## src/rtl/multicycle_ctrl_pkg.sv

```systemverilog
// Shared encodings for the multicycle controller: FSM states, instruction
// field constants, datapath select codes and ALU operation codes.
package multicycle_ctrl_pkg;

    localparam int OP_W     = 6;
    localparam int FUNCT_W  = 6;
    localparam int ALU_OP_W = 4;

    typedef enum logic [2:0] {
        ST_FETCH  = 3'd0,
        ST_DECODE = 3'd1,
        ST_EXEC   = 3'd2,
        ST_MEM    = 3'd3,
        ST_WB     = 3'd4,
        ST_HALT   = 3'd5
    } state_t;

    localparam logic [OP_W-1:0] OP_RTYPE = 6'h00;
    localparam logic [OP_W-1:0] OP_J     = 6'h02;
    localparam logic [OP_W-1:0] OP_BEQ   = 6'h04;
    localparam logic [OP_W-1:0] OP_ADDI  = 6'h08;
    localparam logic [OP_W-1:0] OP_LW    = 6'h23;
    localparam logic [OP_W-1:0] OP_SW    = 6'h2B;

    localparam logic [FUNCT_W-1:0] FN_SYSCALL = 6'h0C;
    localparam logic [FUNCT_W-1:0] FN_ADD     = 6'h20;
    localparam logic [FUNCT_W-1:0] FN_SUB     = 6'h22;
    localparam logic [FUNCT_W-1:0] FN_AND     = 6'h24;
    localparam logic [FUNCT_W-1:0] FN_OR      = 6'h25;
    localparam logic [FUNCT_W-1:0] FN_SLT     = 6'h2A;

    localparam logic [1:0] PC_SRC_SEQ    = 2'd0;
    localparam logic [1:0] PC_SRC_BRANCH = 2'd1;
    localparam logic [1:0] PC_SRC_JUMP   = 2'd2;

    localparam logic [1:0] SRCB_RT   = 2'd0;
    localparam logic [1:0] SRCB_IMM  = 2'd1;
    localparam logic [1:0] SRCB_FOUR = 2'd2;

    localparam logic [ALU_OP_W-1:0] ALU_AND = 4'd0;
    localparam logic [ALU_OP_W-1:0] ALU_OR  = 4'd1;
    localparam logic [ALU_OP_W-1:0] ALU_ADD = 4'd2;
    localparam logic [ALU_OP_W-1:0] ALU_SUB = 4'd6;
    localparam logic [ALU_OP_W-1:0] ALU_SLT = 4'd7;

    function automatic logic is_rtype_alu(input logic [FUNCT_W-1:0] funct);
        return (funct == FN_ADD) || (funct == FN_SUB) || (funct == FN_AND) ||
               (funct == FN_OR)  || (funct == FN_SLT);
    endfunction

endpackage

```

## src/rtl/multicycle_ctrl_alu_control.sv

```systemverilog
// Combinational op/funct to ALU operation mapping. Address arithmetic for
// loads/stores and addi uses ADD; beq compares by subtraction.
module alu_control
    import multicycle_ctrl_pkg::*;
(
    input  logic [OP_W-1:0]     op,
    input  logic [FUNCT_W-1:0]  funct,
    output logic [ALU_OP_W-1:0] alu_op
);

    always_comb begin
        alu_op = ALU_ADD;
        if (op == OP_RTYPE) begin
            case (funct)
                FN_SUB:  alu_op = ALU_SUB;
                FN_AND:  alu_op = ALU_AND;
                FN_OR:   alu_op = ALU_OR;
                FN_SLT:  alu_op = ALU_SLT;
                default: alu_op = ALU_ADD;
            endcase
        end else if (op == OP_BEQ) begin
            alu_op = ALU_SUB;
        end
    end

endmodule

```

## src/rtl/multicycle_ctrl.sv

```systemverilog
// Multicycle CPU control FSM: sequences fetch, decode, execute, memory and
// write-back, producing datapath enables and selects each cycle.
//
// state  | meaning
// FETCH  | instruction read at PC; holds until mem_ready, then IR/PC update
// DECODE | op/funct latched; jumps resolve here, illegal ops become nops
// EXEC   | ALU operation; beq resolves here
// MEM    | data read/write at ALU address; holds until mem_ready
// WB     | register file write
// HALT   | syscall reached; only reset leaves
module multicycle_ctrl
    import multicycle_ctrl_pkg::*;
#(
    parameter int DATA_WIDTH = 32
) (
    input  logic                clk,
    input  logic                rst_n,
    input  logic [OP_W-1:0]     op,
    input  logic [FUNCT_W-1:0]  funct,
    input  logic                zero,
    input  logic                mem_ready,
    output logic [2:0]          state,
    output logic                pc_we,
    output logic                ir_we,
    output logic                iord,
    output logic                reg_we,
    output logic                reg_dst,
    output logic                mem_to_reg,
    output logic                mem_req,
    output logic                mem_we,
    output logic                halted,
    output logic                illegal,
    output logic [1:0]          pc_src,
    output logic [1:0]          alu_src_b,
    output logic [ALU_OP_W-1:0] alu_op
);

    if (DATA_WIDTH < 1) begin : g_data_width_invalid
    end

    state_t               state_q, state_d;
    logic [OP_W-1:0]      op_q;
    logic [FUNCT_W-1:0]   funct_q;
    logic [ALU_OP_W-1:0]  exec_alu_op;

    alu_control u_alu_control (
        .op     (op_q),
        .funct  (funct_q),
        .alu_op (exec_alu_op)
    );

    always_ff @(posedge clk) begin
        if (!rst_n) begin
            state_q <= ST_FETCH;
            op_q    <= '0;
            funct_q <= '0;
        end else begin
            state_q <= state_d;
            if (state_q == ST_DECODE) begin
                op_q    <= op;
                funct_q <= funct;
            end
        end
    end

    always_comb begin
        state_d    = state_q;
        pc_we      = 1'b0;
        ir_we      = 1'b0;
        iord       = 1'b0;
        reg_we     = 1'b0;
        reg_dst    = 1'b0;
        mem_to_reg = 1'b0;
        mem_req    = 1'b0;
        mem_we     = 1'b0;
        halted     = 1'b0;
        illegal    = 1'b0;
        pc_src     = PC_SRC_SEQ;
        alu_src_b  = SRCB_RT;
        alu_op     = ALU_ADD;

        case (state_q)
            ST_FETCH: begin
                mem_req   = 1'b1;
                alu_src_b = SRCB_FOUR;
                if (mem_ready) begin
                    ir_we   = 1'b1;
                    pc_we   = 1'b1;
                    state_d = ST_DECODE;
                end
            end
            // Decode steers from the live op/funct; the latched copy is
            // only valid from the following state onward.
            ST_DECODE: begin
                if (op == OP_RTYPE) begin
                    if (is_rtype_alu(funct)) begin
                        state_d = ST_EXEC;
                    end else if (funct == FN_SYSCALL) begin
                        state_d = ST_HALT;
                    end else begin
                        illegal = 1'b1;
                        state_d = ST_FETCH;
                    end
                end else begin
                    case (op)
                        OP_ADDI, OP_LW, OP_SW, OP_BEQ: state_d = ST_EXEC;
                        OP_J: begin
                            pc_we   = 1'b1;
                            pc_src  = PC_SRC_JUMP;
                            state_d = ST_FETCH;
                        end
                        default: begin
                            illegal = 1'b1;
                            state_d = ST_FETCH;
                        end
                    endcase
                end
            end
            ST_EXEC: begin
                alu_op = exec_alu_op;
                if (op_q == OP_ADDI || op_q == OP_LW || op_q == OP_SW) begin
                    alu_src_b = SRCB_IMM;
                end
                case (op_q)
                    OP_BEQ: begin
                        pc_we   = zero;
                        pc_src  = PC_SRC_BRANCH;
                        state_d = ST_FETCH;
                    end
                    OP_LW, OP_SW: state_d = ST_MEM;
                    default:      state_d = ST_WB;
                endcase
            end
            ST_MEM: begin
                mem_req = 1'b1;
                iord    = 1'b1;
                mem_we  = (op_q == OP_SW);
                if (mem_ready) begin
                    state_d = (op_q == OP_LW) ? ST_WB : ST_FETCH;
                end
            end
            ST_WB: begin
                reg_we     = 1'b1;
                reg_dst    = (op_q == OP_RTYPE);
                mem_to_reg = (op_q == OP_LW);
                state_d    = ST_FETCH;
            end
            ST_HALT: begin
                halted = 1'b1;
            end
            default: begin
                state_d = ST_FETCH;
            end
        endcase

        // Reset is synchronous, so mask side effects while it is held.
        if (!rst_n) begin
            pc_we   = 1'b0;
            ir_we   = 1'b0;
            reg_we  = 1'b0;
            mem_req = 1'b0;
            mem_we  = 1'b0;
            halted  = 1'b0;
            illegal = 1'b0;
        end
    end

    assign state = state_q;

endmodule

```

## config.mk

```make
export PLATFORM = sky130hd
export DESIGN_NAME = multicycle_ctrl
export DESIGN_NICKNAME = d
export VERILOG_FILES = /design/src/rtl/multicycle_ctrl_pkg.sv /design/src/rtl/multicycle_ctrl_alu_control.sv /design/src/rtl/multicycle_ctrl.sv
export SDC_FILE = /design/constraint.sdc
export NUM_CORES = 1
export LEC_CHECK = 0
export CORE_AREA = 2 2 43 55
export CTS_BUF_LIST = sky130_fd_sc_hd__clkbuf_8
export DETAILED_ROUTE_END_ITERATION = 7
export DIE_AREA = 0 0 45 57
export PLACE_DENSITY = 0.89
export SETUP_SLACK_MARGIN = 0.3
export SLEW_MARGIN = 25
export SYNTH_ARGS = -nofsm -noshare
export SYNTH_HDL_FRONTEND = slang
export SYNTH_SLANG_ARGS = --single-unit
```

## constraint.sdc

```tcl
create_clock -name clk -period 3.3 [get_ports clk]
set_input_delay 0.495 -clock clk [delete_from_list [all_inputs] [get_ports clk]]
set_output_delay 0.495 -clock clk [all_outputs]
set_load 0.03 [all_outputs]
```

Yosys cells after proc, flatten, opt, wreduce, memory -nomap -nowiden
Index checks and enable logic that the tools add are counted.

operators by class
  magnitude comparators = 0
  equal/unequal tests = 26
  div/mod/pow operators = 0
  reductions and logical operators = 14
  bitwise operators = 1
  multiplexer cells = 44
  $mul = 0
  add/sub/neg operators = 0
  shift operators = 0

operator list
  cell                count
  $eq 6x6->1 const B  13
  $mux 1              26
  $mux 3              7
  $eq 6x4->1 const B  3
  $pmux 3 s5          1
  $eq 6x3->1 const B  2
  $logic_not 6->1     2
  $pmux 3 s4          1
  $mux 4              2
  $pmux 2 s2          2
  $eq 3x2->1 const B  2
  $eq 3x3->1 const B  2
  $eq 6x2->1 const B  1
  $logic_or 1x1->1    6
  $mux 2              3
  $pmux 3 s2          1
  $reduce_or 5->1     1
  $ne 2x2->1 const B  2
  $reduce_or 2->1     2
  $reduce_or 4->1     1
  $eq 3x1->1 const B  1
  $logic_not 3->1     1
  $pmux 1 s3          1
  $reduce_and 3->1    1
  $not 1->1           1

word-level totals
  bits in registers = 15
  output and inout port bits = 21
  bits in latches = 0
  bits in read-only memories = 0
  memory bits (writable) = 0
  memories = 0
  input port bits = 16

Logic depth before layout (Yosys ltp)
Gate-level depths: netlist of run 1.

  word-level depth = 9
  depth in mapped cells = 5
  gate-level depth less buffers = 4

Hierarchy
A second synthesis of run 1 with hierarchy kept.

unflattened totals
  cell total of the unflattened synthesis = 137
  area total of the unflattened synthesis = 1042.2 µm²

modules (own cells, without submodules)
  module           sequential area each (µm²)  cells an instance  area an instance (µm²)  instances
  multicycle_ctrl  300.3                       124                944.7                   1
  alu_control      0.0                         13                 97.6                    1

Worst setup path after synthesis of run 1
No wires, ideal clock.

  path kind = reg-to-output
  from = register state_q[1], in the netlist state[1]
  to = output port pc_we
  data required time = 2805 ps
  setup slack = 740 ps
  data arrival time = 2065 ps
  cell stages (with the launch flop) = 4
  path buffers = 0
  cells stage by stage = dfxtp_1 > nor3_1 > nand2_1 > a31oi_1

on the way
  longest elaborated chain between the ends = 3
  elaborated cells between the ends (all ways) = 5
  those cells by class = 2 x eq/ne; 2 x mux; 1 x reduce/logical

RTL lines
  element                                   RTL line                RTL
  start: declaration                        multicycle_ctrl.sv:41   state_t state_q, state_d;
  start signal: assignment                  multicycle_ctrl.sv:58   state_q <= state_d;
  $eq 3x2->1, or another cell as far along  multicycle_ctrl.sv:82   case (state_q)
  $pmux 1 s3 (*)                            multicycle_ctrl.sv:82
  $mux 1 (*)                                multicycle_ctrl.sv:157  if (!rst_n) begin
  end: declaration                          multicycle_ctrl.sv:23   output logic pc_we,

Mark *: on every way between the ends. The rest lies on a longest branch, timed or not.

Worst setup path in the final report of run 1
  from = input port op[0]
  to = output port pc_src[1]

on the way
  longest elaborated chain between the ends = 4
  elaborated cells between the ends (all ways) = 5
  those cells by class = 1 x eq/ne; 3 x mux; 1 x reduce/logical

RTL lines
  element             RTL line                RTL
  start: declaration  multicycle_ctrl.sv:18   input logic [OP_W-1:0] op,
  $eq 6x2->1          multicycle_ctrl.sv:105  case (op)
  $mux 2              multicycle_ctrl.sv:105
  $mux 2 (*)          multicycle_ctrl.sv:95   if (op == OP_RTYPE) begin
  $pmux 2 s2 (*)      multicycle_ctrl.sv:82
  end: declaration    multicycle_ctrl.sv:33   output logic [1:0] pc_src,

Marks and branches as above.

==> results of run 1 <==
==> through the flow <==
step / hold slack, ps / util, % / cells / area, sq um
finish: 498.2 / 65.37 / 179 / 1368
global route: 550.9 / 65.37 / 179 / 1368
CTS: 501.9 / 65.25 / 179 / 1365
detailed placement: 482.0 / 63.22 / 175 / 1323
global placement: 467.5 / 63.22 / 175 / 1323
floorplan: 452.6 / - / 116 / 917.1
==> layer usage <==
layer,vias up,global-route usage (%)
met4,0,15.13
met3,6,2.848
li1,505,-
met5,-,0
met1,498,25.35
met2,44,39.18
==> kinds of logic after synthesis <==
kind of cell | count (synthesis) | synth area share, %
and+or+nand+nor | 64 | 37.11
DFF | 15 | 32.74
other | 1 | 0.4089
muxes | 13 | 14.19
AOI/OAI and AO/OA | 15 | 11.19
buffers and inverters | 7 | 3.410
xor gates and xnor gates | 1 | 0.9552
==> how the worst min path moves through the flow <==
stage | end | slack, ps | cells after the start
6_report | funct_q[4]$_SDFFE_PN0P_ | 500 | 2
5_1_grt | funct_q[4]$_SDFFE_PN0P_ | 550 | 2
4_1_cts | funct_q[4]$_SDFFE_PN0P_ | 500 | 2
3_5_place_dp | funct_q[5]$_SDFFE_PN0P_ | 480 | 2
3_3_place_gp | funct_q[4]$_SDFFE_PN0P_ | 470 | 2
2_1_floorplan | funct_q[5]$_SDFFE_PN0P_ | 450 | 2
==> cells in the final DEF, fill, tap and decap left out, types with 2 or more instances in the layout <==
master,instances
nand2b_1,3
clkdlybuf4s50_1,33
nor3b_1,4
o22ai_1,2
a31oi_1,2
nand2_1,7
clkbuf_8,3
and4_1,2
nor3_1,6
mux2i_1,13
inv_1,4
and4b_1,2
buf_4,6
nor2_1,21
a21oi_1,3
o21ai_0,2
dfxtp_1,15
nand3_1,7
or3_1,2
==> repair_timing <==
item | CTS | global route
endpoints found under the setup margin | 2 | 2
pin swaps | 0 | 0
resized for setup | 2 | 3
hold buffers | 0 | 0
==> state kept, by name, summed over array words and instances (netlist names) <==
signal	count
state	3
funct_q	6
op_q	6
==> layout make-up <==
class | instances | area [sq um] | area share, %
clock buffer | 3 | 41.29 | 3.019
clock inverter | 1 | 3.754 | 0.2745
tap | 21 | 26.28 | 1.921
timing repair buffer | 41 | 389.1 | 28.45
multi-input combinational | 94 | 591.8 | 43.28
inverter | 4 | 15.01 | 1.098
sequential | 15 | 300.3 | 21.96
==> worst min-delay path: cells and delay by family (launching register included) <==
| kind | cells | cell delay [ps] |
|---|---|---|
| simple gates | 1 | 80 |
| flops | 1 | 320 |
| mux | 1 | 60 |
==> power breakdown <==
| part | switching (uW) | internal (uW) | total [uW] |
|---|---|---|---|
| combinational | 52.1 | 48.0 | 100 |
| sequential | 8.19 | 190 | 198 |
| clock | 66.2 | 82.5 | 149 |
==> results by group, run 1 <==
Timing
  • Final worst path period need: 2920 ps
  • Final Cycle Share: 88.47%
  • Count of pins over their slew limit: 0
  • Final Hold Viols: 0
  • Setup violations, final: 0
  • RSZ-0062 raised after global routing: true
  • Worst-margin pin slew: 519.2 ps
  • Worst Skew: 1.926 ps
  • Fmax: between 300 and 400 MHz
  • Worst Setup Slack, final: 380.4 ps
  • Slew headroom: 65.07%
  • Setup TNS: 0 ps

Worst setup path
  • Critical path peak fanout: 3
  • Critical Path Slowest Stage Cell: clkdlybuf4s50_1
  • Critical Path AT: 2420 ps
  • Reg2reg end: funct_q[2]$_SDFFE_PN0P_
  • Worst-case reg-to-reg path depth: 5
  • Crit. path cell count: 6
  • WP buf/inv: 3
  • Worst r2r src: state[1]$_SDFFE_PN0P_
  • Worst R2R Setup Slack: 1570 ps
  • Most used cell, CP: clkdlybuf4s50_1
  • Crit path capture type: primary output
  • Critical path's largest stage delay: about 660 ps
  • CP startpoint: op[0]
  • Startpoint Class: primary input
  • Crit Path Category: primary input to primary output
  • CP Data Required Time: about 2800 ps
  • Worst setup path end: pc_src[1]
  • CP top delay family: buffers and inverters
  • Crit-path cells: clkdlybuf4s50_1, or2_2, nor4_2, nand3_1, inv_1, clkdlybuf4s50_1

Pwr
  • Pleak: 0.0005150 uW
  • Peak VDD IR: 0.0002851 V
  • Tot Pwr: 446.6 uW
  • Power per cell area: around 330 nW/um^2

Floorplanning
  • Die height: 57 microns
  • Row count: 19
  • DIE AREA: 2565 sq um
  • Core area: 2092 sq um
  • # IOs: 37
  • Die Span X: 45 microns
  • Initial Utilization: 43.84%

Route
  • Post-Route M1 WL: 1104 microns
  • DR top layer: met4
  • Antenna viol nets, final: 0
  • Initial DRC Count: 22
  • Met3 wire length: 130 microns
  • Routed wire length: roughly 2700 microns
  • Via density: 5.883
  • Vias post-DR: ~1100
  • DR DRC count: 0
  • WL/cell: 15.35 microns
  • DR WL met2: 1457 microns
  • First drt pass iteration count: 4

Hold path
  • Hold WC Path Type: register to register
  • Hold_sp: funct_q[4]$_SDFFE_PN0P_

Synthesis
  • Post-synth EDFFs: 0
  • Asr flop ratio synth: 0%
  • Post-Syn Area: 917.1 sq um
  • Post-synth top area share: 32.74%
  • FF+latch count, synth: 15
  • Seq/Total Area, Yosys: 32.74%
  • Synth Instances: 116
  • Top cells by area, synth: dfxtp_1 33%, mux2i_1 14%, nor2_1 8.6%
  • Post-synth top flop: dfxtp_1
  • Mean Syn Cell Area: 7.906 sq um
  • Syn nets: around 130
  • Cell variety after synth: 37
  • Synth warn: 0
  • Most common cell in the netlist: nor2_1
  • Yosys top cell by area: dfxtp_1
  • Commonest cells post-synth: 21 x nor2_1, 15 x dfxtp_1, 13 x mux2i_1

Placed design
  • Final Wtd Congestion: 0.9520
  • Setup WS pre-CTS: 15.71 ps
  • Dpl hpwl: 2158 microns
  • Port bufs: 35

Global routing
  • Global route overflow: 0
  • GRT Util Overall: 22.90%
  • Initial antenna violation count: 0
  • Largest net degree at the start of global routing: 13
  • Number of global-route vias before repair: about 1000
  • First-pass GRT wire length: 4374 microns

Clock tree
  • CTS tree: yes
  • CTS root buffer: clkbuf_8
  • CTS clk-pin slew, worst paths: about 60 ps
  • Clock Tree Buf Depth: 2
  • Post-CTS Setup Repair Bufs: 0
  • Sink Count: 15
  • Num CTS Buffers: 3
  • Clk_lat worst skew: between 200 and 300 ps
  • H-tree levels: 1

Job
  • Max_cap viols: 0

Layout
  • Fillers: 168
  • Share of cells above drive strength 1: 9.494%
  • Nets: 175
  • Syn-to-layout area delta: 49.11%
  • Antenna cells: 0

Run status
  • Status: finished clean
No activity file was read; power rests on OpenSTA's default activity.
==> run 2: changes to the inputs <==
--- a/config.mk
+++ b/config.mk
@@ -5,11 +5,12 @@
 export SDC_FILE = /design/constraint.sdc
 export NUM_CORES = 1
 export LEC_CHECK = 0
-export CORE_AREA = 2 2 43 55
+export CORE_AREA = 2 2 42 53
 export CTS_BUF_LIST = sky130_fd_sc_hd__clkbuf_8
 export DETAILED_ROUTE_END_ITERATION = 7
-export DIE_AREA = 0 0 45 57
-export PLACE_DENSITY = 0.89
+export DIE_AREA = 0 0 44 55
+export DONT_BUFFER_PORTS = 1
+export PLACE_DENSITY = 0.69
 export SETUP_SLACK_MARGIN = 0.3
 export SLEW_MARGIN = 25
 export SYNTH_ARGS = -nofsm -noshare
==> results by group, run 2 (synthesis results as in run 1) <==
Route
  • Antenna viol nets, final: 0
  • First drt pass iteration count: 4
  • Routed wire length: 2423 microns
  • DR DRC count: 0
  • Initial DRC Count: 18
  • WL/cell: 16.94 microns
  • Via density: between 6 and 7
  • Vias post-DR: 904

Timing
  • Final Cycle Share: approximately 77%
  • Final Hold Viols: 0
  • Fmax: 391.8 MHz
  • Worst Skew: 3.082 ps
  • Slew headroom: between 50% and 60%
  • Setup violations, final: 0
  • Worst-margin pin slew: 698.5 ps
  • Final worst path period need: about 2600 ps
  • Setup TNS: 0 ps
  • Worst Setup Slack, final: 747.8 ps
  • WHS: 358.2 ps
  • Count of pins over their slew limit: 0
  • RSZ-0062 raised after global routing: false

Hold path
  • Hold WC Path Type: primary input to register
  • Hold Path Depth: 1
  • Hold endpoint: state[0]$_SDFFE_PN0P_
  • Hold_sp: rst_n

Placed design
  • Final Wtd Congestion: 0.9165
  • Port bufs: 0
  • Setup WS pre-CTS: ~950 ps
  • Dpl hpwl: between 1500 and 2000 microns

Global routing
  • Largest net degree at the start of global routing: 18
  • GRT Util Overall: roughly a fifth
  • Number of global-route vias before repair: a little over 800
  • Met1 Use GR: 23.47%
  • Grt peak-use layer: met2
  • Met3 usage: 4.221%
  • GRT met2 Usage: 35.78%
  • Initial antenna violation count: 0
  • Global route overflow: 0
  • First-pass GRT wire length: 3650 microns

Clock tree
  • Clock Tree Buf Depth: 2
  • Cts hold-fix bufs: 0
  • H-tree levels: 1
  • CTS root buffer: clkbuf_8
  • CTS clk-pin slew, worst paths: 60 ps
  • Sink Count: 15
  • Post-CTS Setup Repair Bufs: 0
  • CTS resizes: 0
  • CTS tree: yes
  • Num CTS Buffers: 3
  • Clk_lat worst skew: 250 ps

Run status
  • Status: finished clean

Layout
  • Commonest cells after routing, fill and taps aside: 21 x nor2_1, 15 x dfxtp_1, 13 x mux2i_1, 7 x nand3_1, 7 x nand2_1
  • Share of cells above drive strength 1: 11.38%
  • Syn-to-layout area delta: 10.91%
  • Antenna cells: 0
  • Nets: 140
  • Commonest non-fill, non-tap cell in the layout: nor2_1

Worst setup path
  • Crit-path cells: nand2b_1, nor2_2, nand3_1, a31oi_1, buf_4
  • Critical Path Slowest Stage Cell: dfxtp_1
  • Crit path capture type: primary output
  • Critical Path AT: 2060 ps
  • Worst-case reg-to-reg path depth: 5
  • Critical path's largest stage delay: a little over 600 ps
  • Worst r2r src: state[0]$_SDFFE_PN0P_
  • Worst R2R Setup Slack: 1410 ps
  • CP Data Required Time: 2800 ps
  • Crit Path Category: register to primary output
  • Startpoint Class: register
  • Critical path peak fanout: 8
  • Reg2reg end: funct_q[4]$_SDFFE_PN0P_

Floorplanning
  • Core area: between 1500 and 2000 sq um
  • DIE AREA: 2420 sq um
  • # IOs: 37
  • Die height: 55 microns
  • Row count: 18
  • Die Span X: ~44 microns
  • Initial Utilization: 47.35%

Pwr
  • Peak VDD IR: 0.0002453 V
  • Power per cell area: ~410 nW/um^2
  • Pleak: 0.0003812 uW
  • Tot Pwr: around 410 uW

Job
  • Max_cap viols: 0
run 2: worst max-delay path: cells and delay by family, from the launching register on:
kind	cells	cell delay, ps
AO/OA/AOI/OAI	1	170
buffers and inverters	1	180
flip-flops	1	610
AND/OR/NAND/NOR	3	840
run 2: layout make-up:
class,count,area [sq um]
Clock buffer,3,41.29
Clock inverter,1,5.005
Fill cell,198,919.6
Inverter,4,15.01
Multi-Input combinational cell,94,585.6
Sequential cell,15,300.3
Tap cell,20,25.02
Timing Repair Buffer,6,45.04
run 2: worst max-delay path by stage:
stage	slack (ps)	endpoint	depth (start not counted)	from
after floorplan	740	pc_we	3	state[1]$_SDFFE_PN0P_
after global placement	960	illegal	4	funct[4]
after detailed placement	950	illegal	4	funct[4]
after CTS	780	pc_we	5	state[0]$_SDFFE_PN0P_
after global routing	680	pc_we	5	state[0]$_SDFFE_PN0P_
final	750	pc_we	5	state[0]$_SDFFE_PN0P_
run 2: per-layer routing:
layer	wire length [microns]	vias up
li1	-	433
met1	921	424
met5	0	-
met3	173	7
met2	1262	40
met4	65	0
run 2: stage by stage:
stage / util, % / instances / instance area (sq um)
4_1_cts: 52.52 / 143 / 1017
5_1_grt: 52.52 / 143 / 1017
6_report: 52.52 / 143 / 1017
2_1_floorplan: - / 116 / 917.1
3_3_place_gp: 50.13 / 139 / 970.9
3_5_place_dp: 50.13 / 139 / 970.9
run 2: power breakdown:
part	total, uW	switching (uW)	internal [uW]
Combinational	60.2	36.1	24.1
Sequential	200	10.5	190
Clock	153	69.5	83.8
